## src/rtl/tone_decoder_if.sv

```systemverilog
// Tone decoder bus: the incoming tone line plus the decoded-note results.
interface tone_decoder_if #(
    parameter int unsigned CNT_W = 20
);
    logic             tone_in;
    logic [5:0]       note_idx;
    logic             note_valid;
    logic             note_strobe;
    logic [CNT_W-1:0] period;

    modport master (output tone_in, input note_idx, note_valid, note_strobe, period);
    modport slave  (input tone_in, output note_idx, note_valid, note_strobe, period);
endinterface

```

## src/rtl/tone_decoder.sv

```systemverilog
// Measures the period of a square-wave tone in clk cycles and identifies which
// of the 36 piano notes (C3..B5) it carries, confirming after repeated hits.
module tone_decoder #(
    parameter int unsigned M         = 50,
    parameter int unsigned CNT_W     = 20,
    parameter int unsigned TIMEOUT   = 524288,
    parameter int unsigned TOL       = 64,
    parameter int unsigned MATCH_REQ = 2
) (
    input  logic           clk,
    input  logic           rst_n,
    tone_decoder_if.slave  bus
);

    localparam logic [CNT_W-1:0] CNT_MAX     = {CNT_W{1'b1}};
    localparam logic [CNT_W-1:0] TIMEOUT_C   = CNT_W'(TIMEOUT);
    localparam logic [CNT_W-1:0] TOL_C       = CNT_W'(TOL);
    localparam logic [5:0]       LAST_K      = 6'd35;
    localparam logic [2:0]       RUN_MAX     = 3'd7;
    localparam logic [2:0]       MATCH_REQ_C = 3'(MATCH_REQ);

    typedef enum logic [1:0] {IDLE, MEASURE, SEARCH} state_e;

    // Expected full period of note k: 2*(M*N_k + 1) cycles.
    function automatic logic [CNT_W-1:0] exp_period(input logic [5:0] k);
        int unsigned n;
        case (k)
            6'd0:  n = 3822;  6'd1:  n = 3608;  6'd2:  n = 3405;  6'd3:  n = 3214;
            6'd4:  n = 3034;  6'd5:  n = 2864;  6'd6:  n = 2703;  6'd7:  n = 2551;
            6'd8:  n = 2408;  6'd9:  n = 2273;  6'd10: n = 2145;  6'd11: n = 2025;
            6'd12: n = 1911;  6'd13: n = 1804;  6'd14: n = 1703;  6'd15: n = 1607;
            6'd16: n = 1517;  6'd17: n = 1432;  6'd18: n = 1351;  6'd19: n = 1276;
            6'd20: n = 1204;  6'd21: n = 1136;  6'd22: n = 1073;  6'd23: n = 1012;
            6'd24: n = 956;   6'd25: n = 902;   6'd26: n = 851;   6'd27: n = 804;
            6'd28: n = 758;   6'd29: n = 716;   6'd30: n = 676;   6'd31: n = 638;
            6'd32: n = 602;   6'd33: n = 568;   6'd34: n = 536;   6'd35: n = 506;
            default: n = 0;
        endcase
        return CNT_W'(2 * (M * n + 1));
    endfunction

    logic [2:0]       sync_q;
    logic             rise_c;
    state_e           state_q, state_d;
    logic [CNT_W-1:0] cnt_q, cnt_d, cnt_inc_c;
    logic [CNT_W-1:0] period_q, period_d;
    logic [CNT_W-1:0] exp_c, diff_c;
    logic             hit_c;
    logic [5:0]       k_q, k_d, cand_q, cand_d, idx_q, idx_d;
    logic [2:0]       run_q, run_d, run_next;
    logic             valid_q, valid_d, strobe_q, strobe_d;

    // Two-flop synchronizer plus a history flop for rising-edge detection.
    always_ff @(posedge clk or negedge rst_n) begin
        if (!rst_n) sync_q <= 3'b000;
        else        sync_q <= {sync_q[1:0], bus.tone_in};
    end

    assign rise_c    = sync_q[1] & ~sync_q[2];
    assign cnt_inc_c = (cnt_q == CNT_MAX) ? cnt_q : cnt_q + CNT_W'(1);
    assign exp_c     = exp_period(k_q);
    assign diff_c    = (period_q >= exp_c) ? (period_q - exp_c) : (exp_c - period_q);
    assign hit_c     = (diff_c <= TOL_C);

    always_ff @(posedge clk or negedge rst_n) begin
        if (!rst_n) begin
            state_q  <= IDLE;
            cnt_q    <= '0;
            period_q <= '0;
            k_q      <= '0;
            cand_q   <= '0;
            idx_q    <= '0;
            run_q    <= '0;
            valid_q  <= 1'b0;
            strobe_q <= 1'b0;
        end else begin
            state_q  <= state_d;
            cnt_q    <= cnt_d;
            period_q <= period_d;
            k_q      <= k_d;
            cand_q   <= cand_d;
            idx_q    <= idx_d;
            run_q    <= run_d;
            valid_q  <= valid_d;
            strobe_q <= strobe_d;
        end
    end

    always_comb begin
        state_d  = state_q;
        cnt_d    = cnt_q;
        period_d = period_q;
        k_d      = k_q;
        cand_d   = cand_q;
        idx_d    = idx_q;
        run_d    = run_q;
        run_next = run_q;
        valid_d  = valid_q;

        case (state_q)
            IDLE: begin
                cnt_d = '0;
                if (rise_c) state_d = MEASURE;
            end
            MEASURE: begin
                cnt_d = cnt_inc_c;
                if (rise_c) begin
                    period_d = cnt_inc_c;
                    cnt_d    = '0;
                    k_d      = '0;
                    state_d  = SEARCH;
                end else if (cnt_inc_c == TIMEOUT_C) begin
                    // Tone absent: fall back to waiting for a fresh first edge.
                    valid_d = 1'b0;
                    run_d   = '0;
                    cnt_d   = '0;
                    state_d = IDLE;
                end
            end
            SEARCH: begin
                cnt_d = cnt_inc_c;
                if (rise_c) begin
                    valid_d = 1'b0;
                    run_d   = '0;
                    cnt_d   = '0;
                    state_d = MEASURE;
                end else if (hit_c) begin
                    if (k_q == cand_q) begin
                        run_next = (run_q == RUN_MAX) ? run_q : run_q + 3'd1;
                    end else begin
                        cand_d   = k_q;
                        run_next = 3'd1;
                        valid_d  = 1'b0;
                    end
                    run_d = run_next;
                    if (run_next >= MATCH_REQ_C) begin
                        valid_d = 1'b1;
                        idx_d   = k_q;
                    end
                    state_d = MEASURE;
                end else if (k_q == LAST_K) begin
                    valid_d = 1'b0;
                    run_d   = '0;
                    state_d = MEASURE;
                end else begin
                    k_d = k_q + 6'd1;
                end
            end
            default: state_d = IDLE;
        endcase

        strobe_d = valid_d & ~valid_q;
    end

    assign bus.note_idx    = idx_q;
    assign bus.note_valid  = valid_q;
    assign bus.note_strobe = strobe_q;
    assign bus.period      = period_q;

endmodule

```

## src/flat_wrapper.sv

```systemverilog
// flat-port wrapper written by rule: the top's interface ports become plain ports
module tone_decoder_flat 
#(
    parameter int unsigned M         = 50,
    parameter int unsigned CNT_W     = 20,
    parameter int unsigned TIMEOUT   = 524288,
    parameter int unsigned TOL       = 64,
    parameter int unsigned MATCH_REQ = 2
)
  (clk, rst_n, bus_tone_in, bus_note_idx, bus_note_valid, bus_note_strobe, bus_period);
  tone_decoder_if #(.CNT_W(CNT_W)) bus_i ();
  input  logic clk;
  input  logic rst_n;
  input wire logic [$bits(bus_i.tone_in)-1:0] bus_tone_in;
  output wire logic [$bits(bus_i.note_idx)-1:0] bus_note_idx;
  output wire logic [$bits(bus_i.note_valid)-1:0] bus_note_valid;
  output wire logic [$bits(bus_i.note_strobe)-1:0] bus_note_strobe;
  output wire logic [$bits(bus_i.period)-1:0] bus_period;
  assign bus_i.tone_in = bus_tone_in;
  assign bus_note_idx = bus_i.note_idx;
  assign bus_note_valid = bus_i.note_valid;
  assign bus_note_strobe = bus_i.note_strobe;
  assign bus_period = bus_i.period;
  tone_decoder #(.M(M), .CNT_W(CNT_W), .TIMEOUT(TIMEOUT), .TOL(TOL), .MATCH_REQ(MATCH_REQ)) u_core (.clk(clk), .rst_n(rst_n), .bus(bus_i));
endmodule
```

## config.mk

```make
export PLATFORM = sky130hd
export DESIGN_NAME = tone_decoder_flat
export DESIGN_NICKNAME = d
export VERILOG_FILES = /design/src/rtl/tone_decoder_if.sv /design/src/rtl/tone_decoder.sv /design/src/flat_wrapper.sv
export SDC_FILE = /design/constraint.sdc
export NUM_CORES = 1
export LEC_CHECK = 0
export CAP_MARGIN = 40
export CORE_ASPECT_RATIO = 1.2
export CORE_UTILIZATION = 25
export CTS_CLUSTER_DIAMETER = 60
export DETAILED_ROUTE_END_ITERATION = 8
export PLACE_DENSITY = 0.38
export SYNTH_ARGS = -nofsm -noshare
export SYNTH_HDL_FRONTEND = slang
export SYNTH_SLANG_ARGS = --single-unit
export TNS_END_PERCENT = 5
```

## constraint.sdc

```tcl
create_clock -name clk -period 7.5 [get_ports clk]
set_input_delay 1.125 -clock clk [delete_from_list [all_inputs] [get_ports clk]]
set_output_delay 1.125 -clock clk [all_outputs]
set_load 0.005 [all_outputs]
```

# After elaboration in Yosys (flattened, before gate mapping)
# Memories as Yosys holds them, arrays and structs flattened.
# Cells that the tools add are included.
# Widths: inputs -> output; s select.
[classes] addsub=6 reduce_logical=9 order_cmp=3 n_eq_ne=16 multipliers=1 bitwise_logic=6 mux=37
[op_table] operator="$mux 20" n=5
[op_table] operator="$pmux 20 s3" n=1
[op_table] operator="$eq 20x20->1 const B" n=2
[op_table] operator="$sub 20x20->20" n=2
[op_table] operator="$mul 5x32->18 const A" n=1
[op_table] operator="$mux 3" n=10
[op_table] operator="$mux 6" n=4
[op_table] operator="$add 20x1->20 const B" n=1
[op_table] operator="$ge 20x20->1" n=1
[op_table] operator="$le 20x7->1 const B" n=1
[op_table] operator="$add 19x1->19 const B" n=1
[op_table] operator="$mux 2" n=6
[op_table] operator="$pmux 6 s2" n=1
[op_table] operator="$reduce_and 4->1" n=3
[op_table] operator="$ne 2x2->1 const B" n=4
[op_table] operator="$mux 1" n=7
[op_table] operator="$add 6x1->6 const B" n=1
[op_table] operator="$eq 6x6->1" n=1
[op_table] operator="$eq 6x6->1 const B" n=1
[op_table] operator="$ne 2x1->1 const B" n=3
[op_table] operator="$pmux 2 s3" n=1
[op_table] operator="$pmux 3 s2" n=1
[op_table] operator="$reduce_and 5->1" n=1
[op_table] operator="$ne 4x1->1 const B" n=1
[op_table] operator="14 further kinds" n=18
[word_totals] mem_count=1 output_inout_bits=28 mem_bits_ro=768 elab_cells=89 regBits=68
[mem_list] name="(name not given)" words=64 width=12 read_ports=1 rd_ports_with_merged_regs=0 write_ports=0 line_no="tone_decoder.sv:27" text="case (k)"

# Longest topological paths before layout
# Gate-level depths: netlist of the first run.
# An unclocked memory read counts as a cell.
[depth] depth_word=15 mapped_depth=39 depth_no_buf=36

# Worst setup path before layout of the first run
# No wires, ideal clock.
[synth_timing] path_type="register to register" start="reg u_core.k_q[0]" end="reg u_core.idx_q[0], in the netlist u_core.bus.note_idx[0]" path_stages_with_launch=39 arrival_ns=7.309 setup_slack_ns=0.066 setup_ns=0.125 required_time_ns=7.375 n_path_buf=4 path_cell_list="dfrtp_1 > buf_4 > inv_1 > ha_1 > clkbuf_1 > o21ai_0 > nand2_1 > o21ai_0 > nand2_1 > o21ai_0 > ha_1 > ha_1 > inv_1 > fa_1 > inv_1 > ha_1 > a21oi_1 > o21bai_1 > (+3 left out) > o211ai_1 > a21o_1 > a21oi_1 > nor2_1 > a221oi_1 > ha_1 > buf_1 > and2_1 > a221oi_1 > o31a_1 > nor4bb_1 > nand4_1 > nor4b_4 > o21ai_4 > nand4b_4 > nor2b_2 > buf_6 > mux2_4"
[synth_between] elab_chain_len=7 word_cells_on_any_way=15
[synth_lines] element="from (decl)" line_no="tone_decoder.sv:49" text="logic [5:0] k_q, k_d, cand_q, cand_d, idx_q, idx_d;"
[synth_lines] element="from (signal assigned)" line_no="tone_decoder.sv:80" text="k_q <= k_d;"
[synth_lines] element="$mem_v2 64x12 or $eq 6x6->1 (tied branches)"
[synth_lines] element="$mul 5x32->18 or $mux 3 (tied branches)" line_no="tone_decoder.sv:39, tone_decoder.sv:128"
[synth_lines] element="$add 19x1->19 or $mux 3 (tied branches)" line_no="tone_decoder.sv:39, tone_decoder.sv:127"
[synth_lines] element="$sub 20x20->20 (tied with other cells)" line_no="tone_decoder.sv:62" text="assign diff_c = (period_q >= exp_c) ? (period_q - exp_c) : (exp_c - period_q);"
[synth_lines] element="$mux 20 or $mux 3 (tied branches)" line_no="tone_decoder.sv:62, tone_decoder.sv:100"
[synth_lines] element="$le 20x7->1 or $ge 3x2->1 (tied branches)" line_no="tone_decoder.sv:63, tone_decoder.sv:136"
[synth_lines] element="$reduce_and 4->1 (no line)"
[synth_lines] element="to (signal assigned)" line_no="tone_decoder.sv:82" text="idx_q <= idx_d;"
[synth_lines] element="to (decl)" line_no="tone_decoder.sv:49"
# Parallel ways exist; a longest one is shown, timed or not. The select of a mux whose other input is x is not followed.
# A chain may end at the register's enable or synchronous reset.

# Final worst setup path of the first run
[layout_timing] start="reg u_core.k_q[1]" end="reg u_core.k_q[4]"
[layout_between] elab_chain_len=8 word_cells_on_any_way=17
[layout_lines] element="$mem_v2 64x12"
[layout_lines] element="$mul 5x32->18" line_no="tone_decoder.sv:39" text="return CNT_W'(2 * (M * n + 1));"
[layout_lines] element="$add 19x1->19" line_no="tone_decoder.sv:39"
[layout_lines] element="$sub 20x20->20 or $ge 20x20->1 (tied branches)" line_no="tone_decoder.sv:62"
[layout_lines] element="$mux 20" line_no="tone_decoder.sv:62"
[layout_lines] element="$le 20x7->1" line_no="tone_decoder.sv:63" text="assign hit_c = (diff_c <= TOL_C);"
[layout_lines] element="$ne 2x2->1 (no line)"
[layout_lines] element="$reduce_and 5->1 (no line)"
# Parallel ways exist; a longest one is shown, timed or not. The select of a mux whose other input is x is not followed.

==> results of run 1 <==
-- registers in the layout, indices dropped and copies added (netlist names) --
name                    cells
u_core.bus.period          20
u_core.cnt_q               20
u_core.bus.note_idx         6
u_core.cand_q               6
u_core.k_q                  6
u_core.run_q                3
u_core.sync_q               3
u_core.state_q              2
u_core.bus.note_strobe      1
u_core.bus.note_valid       1
-- per-layer routing --
metal,wire (um),GRT usage,vias to the layer above
met5,0,0,-
met4,835,0.0730,0
met3,376,0.0130,39
met2,12400,0.282,94
met1,10800,0.190,3422
li1,-,-,3626
-- cell families after synthesis --
group,after synthesis
buf+inv,133
simple gates,281
fa+ha+maj,103
flops,68
compound gates,294
mux,21
xor+xnor,53
-- stage by stage --
step | utilization | hold slack, ns
2_1_floorplan | - | 0.331
3_3_place_gp | 0.293 | 0.333
3_5_place_dp | 0.294 | 0.335
4_1_cts | 0.305 | 0.348
5_1_grt | 0.311 | 0.353
6_report | 0.311 | 0.346
-- worst paths after layout --
check                                      startpoint                     endpoint  slack, ns  cells after the start
max in group asynchronous                       rst_n  u_core.cnt_q[9]$_DFFE_PN0P_       6.24                      2
min in group asynchronous                       rst_n    u_core.k_q[2]$_DFFE_PN0P_       0.69                      1
setup / recovery            u_core.k_q[1]$_DFFE_PN0P_    u_core.k_q[4]$_DFFE_PN0P_       0.41                     34
hold reg to reg            u_core.sync_q[0]$_DFF_PN0_   u_core.sync_q[1]$_DFF_PN0_       0.35                      0
setup reg to reg            u_core.k_q[1]$_DFFE_PN0P_    u_core.k_q[4]$_DFFE_PN0P_       0.41                     34
hold / removal             u_core.sync_q[0]$_DFF_PN0_   u_core.sync_q[1]$_DFF_PN0_       0.35                      0
-- timing repair --
action	4_1_cts	5_1_grt
gates cloned	0	0
setup buffers	0	5
pin swaps	0	14
resized for setup	1	38
setup endpoints to repair	8	25
-- final cells by class --
type,instances,share of cell area
clock buffers,12,0.0271
clock inverters,4,0.00502
inverters,77,0.0305
multi-input cells,752,0.591
flip-flops and latches,68,0.180
well taps,396,0.0524
repair buffers,125,0.115
-- cell usage in the layout (no fill, tap or decap), drive strengths merged, types with 14 or more instances in the layout --
cell           synthesis  layout
nand3                 33      33
a21o                  18      18
inv                   75      75
ha                    95      95
dfrtp                 68      68
clkdlybuf4s50          0      29
a21oi                 84      84
nand2                 86      86
nand4                 18      18
nor2                  56      56
a211oi                14      14
buf                   32      96
nor3                  21      21
mux2                  14      14
xor2                  25      25
o21ai                 79      79
xnor2                 28      28
-- worst max-delay path, delay by kind of cell (launching register included) --
| family | cells | cell delay [ns] |
|---|---|---|
| AOI/OAI and AO/OA | 13 | 1.95 |
| adders and majority gates | 6 | 1.89 |
| and+or+nand+nor | 8 | 1.78 |
| buffers and inverters | 5 | 0.70 |
| DFF | 1 | 0.40 |
| xor gates and xnor gates | 2 | 0.28 |
==> out/metrics.yaml, run 1 <==
syn_nets: 1059
area_growth_pct: 23.0
clock_sinks: 68
final_cell_area_um2: 9460
grt_max_degree: 46
synth_most_common_cell: "ha_1"
ctsHoldBuffers: 0
setup-tns-final_ns: 0
async_reset_ff_frac: 1.00
synth_edf_count: 0
place_hpwl_um: 19700
place_inst: 1413
cpPeakStageDelay_ns: 0.56
pre_cts_slack_ns: -0.00739
slew_violations: 0
clkSlewWorstSetupHoldPaths_ns: 0.06
arrival_ns: 7.34
period_share: 0.945
die_h_um: 194
yosys-top-cells-area: "dfrtp_1 (22%), ha_1 (15%), a21oi_1 (5.3%)"
synth-xor-area-share: 0.0604
seq_area_um2: 1700
slew_headroom: 0.476
seq_area_frac_synth: 0.221
hold_viol: 0
cts_buffers: 9
ys.flop_type: "dfrtp_1"
dpl_cell_area_um2: 8950
firstDrtPassIters: 4
root_buffer: "clkbuf_16"
slowest_stage: "or4_4"
synth_seq_cells: 68
rows: 70
cts_buffer_depth: 2
insertion_delay_ns: 0.34
fin_skew_ns: 0.00769
crit_top_cell: "ha_1"
detail_route.wl_per_cell_um: 17.0
vias: 7181
initial_utilization: 0.253
synth_top_family_by_area: "compound AO/OA/AOI/OAI gates"
avgViaCountPerCell: 5.01
antenna_found_initial: 0
h-tree-depth: 3
first_global_vias: 7106
yosys-top-cells-count: "ha_1 (95), nand2_1 (86), a21oi_1 (82), inv_1 (74), dfrtp_1 (68)"
fmax_ghz: 0.141
worst_slack_ns: 0.414
synth_fa_ha_area_frac: 0.175
yosys_warnings: 0
setup_viol: 0
cap_violations: 0
synth_compound_area_frac: 0.248
grtUsageTotal: 0.158
cts_tree: "yes"
crit_path_end_kind: "flip-flop"
drive_gt1_frac: 0.170
grt-ovfl-total: 0
status: "finished clean"
drt_wl_total_um: 24400
tightest_slew_ns: 0.786
synth_mux_area_frac: 0.0325
startpoint_type: "flip-flop"
drc: 0
ys_types: 89
multiInputGateArea_um2: 5590
grt_pass1_wl_um: 38900
fin_cells: 1434
num-fill-cells: 3228
fin_nets: 1139
ant_nets: 0
cp_max_fo: 7
dieArea_um2: 31500
portBuffers: 30
first_iter_violations: 343
place_congestion: 0.862
synthSimpleGateAreaFrac: 0.190
syn_area_um2: 7690
die_w_um: 162
fp.coreArea_um2: 30400
crit_type: "reg2reg"
final_period_minus_worst_setup_slack_ns: 7.09
io-pin-count: 31
cp.required_ns: 7.75
rsz0062_at_grt: "no"
synth_top_cell_by_area: "dfrtp_1"
synthCells: 953
synth_top_area_frac: 0.221
diodes: 0
syn_avg_cell_area_um2: 8.07
min_path_type: "reg2reg"
Power of run 1 is not shown: default switching activity piles up to over one toggle a cycle in this logic, so the estimate is an artifact.
==> run 2: changes to the inputs <==
CTS_CLUSTER_DIAMETER = 50   (was 60)
==> results of run 2 <==
No change in the layout: final DEF, timing and power equal those of run 1.
Power of run 2 is left out for the same reason.
